`config.mk`:
```
export PLATFORM = sky130hd
export DESIGN_NAME = stream_capture_fifo
export DESIGN_NICKNAME = d
export VERILOG_FILES = /design/src/rtl/stream_capture_fifo.sv
export SDC_FILE = /design/constraint.sdc
export NUM_CORES = 1
export LEC_CHECK = 0
export BUFFER_PORTS_ARGS = -buffer_cell sky130_fd_sc_hd__buf_2
export CAP_MARGIN = 20
export CORE_AREA = 2 2 186 188
export CTS_BUF_LIST = sky130_fd_sc_hd__clkbuf_2
export CTS_CLUSTER_DIAMETER = 60
export DETAILED_ROUTE_END_ITERATION = 12
export DIE_AREA = 0 0 188 190
export PLACE_DENSITY = 0.93
export SYNTH_ARGS = -nofsm -noshare
export SYNTH_HDL_FRONTEND = slang
export SYNTH_HIERARCHICAL = 1
export SYNTH_SLANG_ARGS = --single-unit
```
`constraint.sdc`:
```
create_clock -name clk -period 9.2 [get_ports clk]
set_clock_uncertainty 0.1 [all_clocks]
set_input_delay 0.46 -clock clk [delete_from_list [all_inputs] [get_ports clk]]
set_output_delay 0.46 -clock clk [all_outputs]
set_load 0.03 [all_outputs]
```
`src/rtl/stream_capture_fifo.sv`:
```
// First-word-fall-through capture FIFO carrying data plus an address sideband.
// Optional parity protection is enabled with `define STREAM_CAPTURE_PARITY_EN.

`ifndef DATA_WIDTH
`define DATA_WIDTH 32
`endif
`ifndef ADDR_WIDTH
`define ADDR_WIDTH 32
`endif

module stream_capture_fifo #(
  parameter int WIDTH    = `DATA_WIDTH,
  parameter int AW       = `ADDR_WIDTH,
  parameter int DEPTH    = 8,
  parameter int AF_LEVEL = DEPTH - 2,
  parameter int CW       = $clog2(DEPTH + 1)
) (
  input  logic             clk,
  input  logic             rst_n,
  input  logic             flush,
  input  logic             in_valid,
  output logic             in_ready,
  input  logic [WIDTH-1:0] in_data,
  input  logic [AW-1:0]    in_addr,
  output logic             out_valid,
  input  logic             out_ready,
  output logic [WIDTH-1:0] out_data,
  output logic [AW-1:0]    out_addr,
  output logic [CW-1:0]    count,
  output logic             almost_full
`ifdef STREAM_CAPTURE_PARITY_EN
  ,
  input  logic             in_par,
  output logic             out_par,
  output logic             par_err
`endif
);

  localparam int IDX_W = $clog2(DEPTH);
  localparam int PW    = IDX_W + 1;
`ifdef STREAM_CAPTURE_PARITY_EN
  localparam int EW    = WIDTH + AW + 1;
`else
  localparam int EW    = WIDTH + AW;
`endif
  localparam logic [PW-1:0] PTR_ONE = {{(PW-1){1'b0}}, 1'b1};
  localparam logic [CW-1:0] CNT_ONE = {{(CW-1){1'b0}}, 1'b1};
  localparam logic [CW-1:0] AF_CNT  = CW'(AF_LEVEL);

  logic [EW-1:0] mem_r [DEPTH];
  logic [PW-1:0] wptr_r, rptr_r, wptr_nxt_s, rptr_nxt_s;
  logic [CW-1:0] count_r, count_nxt_s;
  logic          out_valid_r, in_ready_r, almost_full_r;
  logic          empty_nxt_s, full_nxt_s;
  logic          push_s, pop_s;
  logic [EW-1:0] wr_entry_s, head_s, hold_r, out_entry_s;

  // in_ready depends only on registered state, so no path from out_ready
  assign push_s = in_valid & in_ready_r;
  assign pop_s  = out_valid_r & out_ready;

  // Next pointer and count values for the current handshakes
  always_comb begin
    wptr_nxt_s  = wptr_r;
    rptr_nxt_s  = rptr_r;
    count_nxt_s = count_r;
    if (push_s) begin
      wptr_nxt_s = wptr_r + PTR_ONE;
    end else begin
      wptr_nxt_s = wptr_r;
    end
    if (pop_s) begin
      rptr_nxt_s = rptr_r + PTR_ONE;
    end else begin
      rptr_nxt_s = rptr_r;
    end
    case ({push_s, pop_s})
      2'b10:   count_nxt_s = count_r + CNT_ONE;
      2'b01:   count_nxt_s = count_r - CNT_ONE;
      default: count_nxt_s = count_r;
    endcase
  end

  // Status flags are precomputed from next state and registered with it
  always_comb begin
    empty_nxt_s = 1'b0;
    full_nxt_s  = 1'b0;
    if (wptr_nxt_s == rptr_nxt_s) begin
      empty_nxt_s = 1'b1;
    end else begin
      empty_nxt_s = 1'b0;
    end
    if ((wptr_nxt_s[IDX_W-1:0] == rptr_nxt_s[IDX_W-1:0]) &&
        (wptr_nxt_s[PW-1] != rptr_nxt_s[PW-1])) begin
      full_nxt_s = 1'b1;
    end else begin
      full_nxt_s = 1'b0;
    end
  end

  // Pointer, count and flag registers; flush wins over any handshake
  always_ff @(posedge clk or negedge rst_n) begin
    if (!rst_n) begin
      wptr_r        <= {PW{1'b0}};
      rptr_r        <= {PW{1'b0}};
      count_r       <= {CW{1'b0}};
      out_valid_r   <= 1'b0;
      in_ready_r    <= 1'b1;
      almost_full_r <= 1'b0;
    end else if (flush) begin
      wptr_r        <= {PW{1'b0}};
      rptr_r        <= {PW{1'b0}};
      count_r       <= {CW{1'b0}};
      out_valid_r   <= 1'b0;
      in_ready_r    <= 1'b1;
      almost_full_r <= 1'b0;
    end else begin
      wptr_r        <= wptr_nxt_s;
      rptr_r        <= rptr_nxt_s;
      count_r       <= count_nxt_s;
      out_valid_r   <= ~empty_nxt_s;
      in_ready_r    <= ~full_nxt_s;
      almost_full_r <= (count_nxt_s >= AF_CNT);
    end
  end

`ifdef STREAM_CAPTURE_PARITY_EN
  logic par_err_r;

  function automatic logic even_par(input logic [WIDTH+AW-1:0] v);
    return ^v;
  endfunction

  assign wr_entry_s = {in_par, in_addr, in_data};

  // Sticky parity error flag, cleared only by reset or flush
  always_ff @(posedge clk or negedge rst_n) begin
    if (!rst_n) begin
      par_err_r <= 1'b0;
    end else if (flush) begin
      par_err_r <= 1'b0;
    end else if (push_s && (in_par != even_par({in_addr, in_data}))) begin
      par_err_r <= 1'b1;
    end else begin
      par_err_r <= par_err_r;
    end
  end

  assign out_par = out_entry_s[EW-1];
  assign par_err = par_err_r;
`else
  assign wr_entry_s = {in_addr, in_data};
`endif

  // Storage array write port; contents are deliberately not reset
  always_ff @(posedge clk) begin
    if (push_s && !flush) begin
      mem_r[wptr_r[IDX_W-1:0]] <= wr_entry_s;
    end
  end

  assign head_s = mem_r[rptr_r[IDX_W-1:0]];

  // Last head value, so the outputs are defined after reset and while empty
  always_ff @(posedge clk or negedge rst_n) begin
    if (!rst_n) begin
      hold_r <= {EW{1'b0}};
    end else if (out_valid_r) begin
      hold_r <= head_s;
    end else begin
      hold_r <= hold_r;
    end
  end

  // Head entry falls through combinationally when valid
  always_comb begin
    out_entry_s = hold_r;
    if (out_valid_r) begin
      out_entry_s = head_s;
    end else begin
      out_entry_s = hold_r;
    end
  end

  assign out_data    = out_entry_s[WIDTH-1:0];
  assign out_addr    = out_entry_s[WIDTH+AW-1:WIDTH];
  assign out_valid   = out_valid_r;
  assign in_ready    = in_ready_r;
  assign count       = count_r;
  assign almost_full = almost_full_r;

  stream_capture_fifo_chk #(
    .WIDTH (WIDTH),
    .AW    (AW),
    .CW    (CW),
    .PW    (PW)
  ) u_chk (
    .clk      (clk),
    .rst_n    (rst_n),
    .in_valid (in_valid),
    .in_ready (in_ready_r),
    .in_data  (in_data),
    .in_addr  (in_addr),
    .count    (count_r),
    .wptr     (wptr_r),
    .rptr     (rptr_r)
  );

endmodule

// Simulation-only protocol and consistency properties for the FIFO.
module stream_capture_fifo_chk #(
  parameter int WIDTH = 32,
  parameter int AW    = 32,
  parameter int CW    = 4,
  parameter int PW    = 4
) (
  input logic             clk,
  input logic             rst_n,
  input logic             in_valid,
  input logic             in_ready,
  input logic [WIDTH-1:0] in_data,
  input logic [AW-1:0]    in_addr,
  input logic [CW-1:0]    count,
  input logic [PW-1:0]    wptr,
  input logic [PW-1:0]    rptr
);

  logic [PW-1:0] ptr_diff_s;
  assign ptr_diff_s = wptr - rptr;

  a_producer_hold: assert property (@(posedge clk) disable iff (!rst_n)
    (in_valid && !in_ready) |=> (in_valid && $stable(in_data) && $stable(in_addr)));

  a_count_matches_ptrs: assert property (@(posedge clk) disable iff (!rst_n)
    (32'(count) == 32'(ptr_diff_s)));

endmodule

```
==> flow_metrics.py <==
metrics = {
    "layout": {
        "flow.area_growth_from_synthesis_pct": 17.1,
        "layout-drive-gt1-share": 0.351,
        "fin_util": 0.766,
        "fillCellCount": 1796,
        "final_cells": 1979,
        "design.final.nets": 1477,
    },
    "worst_setup_path": {
        "critical_path_launch_point_type": "register",
        "cp_data_required_time_ps": 8640,
        "worst-path-max-fanout": 50,
        "timing.critical_path.arrival_ps": 4430,
        "slowest_stage": "dfrtp_4",
        "timing.setup.critical_path_class": "reg2out",
        "critical_path.startpoint": "rptr_r[0]$_DFF_PN0_",
        "r2r_start": "rptr_r[0]$_DFF_PN0_",
        "max_stage_delay_ps": 1070,
        "crit_path_cell_trace": "buf_4 > mux4_2 > mux2i_1 > a21oi_1 > buf_2",
        "timing.critical_path.to_type": "output pin",
        "endpoint_of_the_worst_slack_reg_to_reg_timing_path": "in_ready$_DFF_PN1_",
        "timing.reg2reg.worst_path_depth": 7,
        "critPathCapture": "out_data[28]",
        "setup.reg_to_reg.worst_slack_ps": 5750,
    },
    "timing": {
        "slew_viol_final": 0,
        "post-route-period-util": 0.543,
        "slew_headroom": 0.247,
        "worst_slew_pin_slew_ps": 1130,
        "setup_ws_final_ps": 4210,
        "tns_ps": 0,
        "fmax_mhz": 200,
        "hold_viol_final": 0,
        "setup_violations": 0,
        "setup_repair_after_global_routing_missed_its_margin": "no",
        "post-route-min-period_ps": 4990,
    },
    "power": {
        "internal-power_mw": 4.23,
        "pwr-share-comb": 0.182,
        "clkPwrFrac": 0.293,
        "max-vdd-ir-drop_v": 0.000187,
        "part_of_the_total_power_dissipated_in_sequential_elements": 0.525,
        "leakage_nw": 8.87,
        "power_mw": 6.12,
        "net-switching-power_mw": 1.89,
        "power.switching_fraction": 0.308,
        "power_density_nw_per_um2": 235,
    },
    "logic_synthesis": {
        "synth_seq_cells": 591,
        "yosys_most_used_dff": "edfxtp_1",
        "syn_inst": 1037,
        "asyncSetResetFlopFracSynth": 0.134,
        "syn-num-nets": 1110,
        "seq_area_frac_synth": 0.781,
        "syn-cell-area_um2": 22200,
        "syn_avg_cell_area_um2": 21.4,
        "yosysUniqueCellTypes": 32,
        "synth-warning-count": 6,
        "synth_enable_flop_cells": 512,
    },
    "global_route": {
        "gr-total-overflow": 0,
        "global_route.usage.total": 0.274,
        "grt_start_max_net_pins": 71,
        "grt_antenna_before_repair": 1,
        "grt_pass1_wl_um": 71400,
        "grt_pass1_vias": 12683,
    },
    "outcome": {
        "outcome": "complete, no violations",
    },
    "floorplan": {
        "die_height_um": 190,
        "placeableCoreArea_um2": 33900,
        "die_area_um2": 35700,
        "initial_core_util": 0.654,
        "die_w_um": 188,
        "boundaryPins": 140,
        "row_cnt": 68,
    },
    "clock_network": {
        "register_clock_pin_slew_on_the_reported_worst_setup_and_hold_paths_ps": 110,
        "tritoncts.num_buffers": 141,
        "clock_tree.root_cell": "clkbuf_2",
        "clock-sinks": 591,
        "max-clock-path-buffers": 3,
        "tritoncts": "built",
        "post_cts_resized": 0,
        "ctsHtreeMaxLevel": 4,
        "worst_skew_pair.late_latency_ps": 1110,
        "post-cts-setup-buffer-count": 0,
    },
    "placement": {
        "port-buffer-count": 139,
        "dp_hpwl_um": 24000,
        "post-place-ws_ps": 5280,
        "final_replace_weighted_congestion": 0.767,
        "dp_cells": 1592,
    },
    "route": {
        "drt-wirelength-per-cell_um": 24.1,
        "drt_drc_violations_left": 0,
        "detail_route.wirelength_um": 47700,
        "detail_route.iter0.violations": 941,
        "route.detailed.vias_per_inst": 5.88,
        "drt.antenna.violating_nets": 0,
        "via_count": 11642,
        "detailedRoute.firstPassIterationCount": 5,
    },
    "hold_path": {
        "worstHoldStart": "in_data[22]",
        "hp-class": "in2reg",
    },
    "run": {
        "drv_cap": 0,
    },
}
-- final cells by class --
cell class                      instances  area (um^2)  share of cell area
Inverter                                4         17.5            0.000674
Clock inverter                         43          309              0.0119
Timing Repair Buffer                  277         2060              0.0793
Antenna cell                            1         2.50           0.0000962
Clock buffer                          219         1100              0.0421
Sequential cell                       591        17400               0.668
Multi-Input combinational cell        389         4580               0.176
Tap cell                              455          569              0.0219
-- flip-flops by register name, summed over array words and instances (netlist names) --
register and flops:
almost_full 1, count 4, hold_r 64, in_ready 1, mem_r 512, out_valid 1, rptr_r 4, wptr_r 4
-- per-stage QoR --
step	area [um^2]	hold slack [ps]
floorplan	22200	64.4
global placement	23300	382
detailed placement	23300	389
CTS	26000	2.10
global route	26000	13.9
finish	26000	114
-- worst max-delay path, delay by kind of cell, from the launching register on --
kind / cells / cell delay [ps]
buffers and inverters: 2 / 1110
flip-flops: 1 / 1070
AO/OA/AOI/OAI: 1 / 180
multiplexers: 2 / 930
-- synth_stat cells (2+ instances only) --
library cell | number | share of area
a21oi_1 | 65 | 0.015
buf_2 | 16 | 0.0036
buf_6 | 13 | 0.0066
clkbuf_1 | 23 | 0.0039
dfrtp_1 | 78 | 0.088
edfxtp_1 | 512 | 0.69
ha_1 | 4 | 0.0023
inv_1 | 2 | 0.00034
mux2i_1 | 67 | 0.030
mux4_2 | 128 | 0.13
nand2_1 | 4 | 0.00068
nand2b_1 | 2 | 0.00056
nand3_1 | 3 | 0.00068
nand4_1 | 3 | 0.00084
nor2_1 | 84 | 0.014
nor3_1 | 4 | 0.00090
or3_1 | 2 | 0.00056
xnor2_1 | 9 | 0.0035
xor2_1 | 5 | 0.0020
-- layout by cell type (no fill, tap or decap), types with 5 or more instances in the layout --
cell type        n
a21oi_1         65
buf_2          138
buf_4           15
clkbuf_2       219
clkinv_1        26
clkinvlp_4       6
dfrtp_1         74
dlygate4sd3_1  123
edfxtp_1       512
mux2i_1         67
mux4_2         128
nor2_1          78
nor2_4           6
xnor2_1          9
xor2_1           5
-- worst min path at each step --
stage,end,slack (ps),cells after the start
floorplan,almost_full$_DFF_PN0_,60,0
global placement,hold_r[59]$_DFF_PN0_,380,1
detailed placement,hold_r[59]$_DFF_PN0_,390,1
CTS,mem_r[5][31]$_DFFE_PP_,2,2
global route,mem_r[6][1]$_DFFE_PP_,10,2
finish,mem_r[3][22]$_DFFE_PP_,110,2
-- metal layers --
layer	track usage	share of wire	vias up
li1	-	-	5051
met1	0.318	0.36	5960
met2	0.498	0.55	517
met3	0.0600	0.065	114
met4	0.111	0.030	0
met5	0	0	-
-- power groups by stage --
| stage | Combinational [mW] | Clock, mW | Sequential [mW] |
|---|---|---|---|
| 5_1_grt | 1.19 | 1.96 | 3.24 |
| 3_5_place_dp | 1.06 | 0 | 3.27 |
| 4_1_cts | 1.11 | 1.81 | 3.21 |
| 3_3_place_gp | 1.02 | 0 | 3.26 |
| 6_report | 1.11 | 1.79 | 3.21 |
| 2_1_floorplan | 0.801 | 0 | 3.21 |
-- kinds of logic after synthesis --
group                      count (synthesis)  synth area share
muxes                                    195             0.160
buffers and inverters                     57            0.0152
DFF                                      591             0.781
adders and majority gates                  4           0.00225
AOI/OAI and AO/OA                         71            0.0167
xor gates and xnor gates                  14           0.00552
and+or+nand+nor                          105            0.0193
-- timing repair --
action                                  4_1_cts  5_1_grt
hold endpoints to repair                    605        2
hold buffers                                122        2
endpoints found under the setup margin        0        0
No activity file was read; power rests on OpenSTA's default activity.
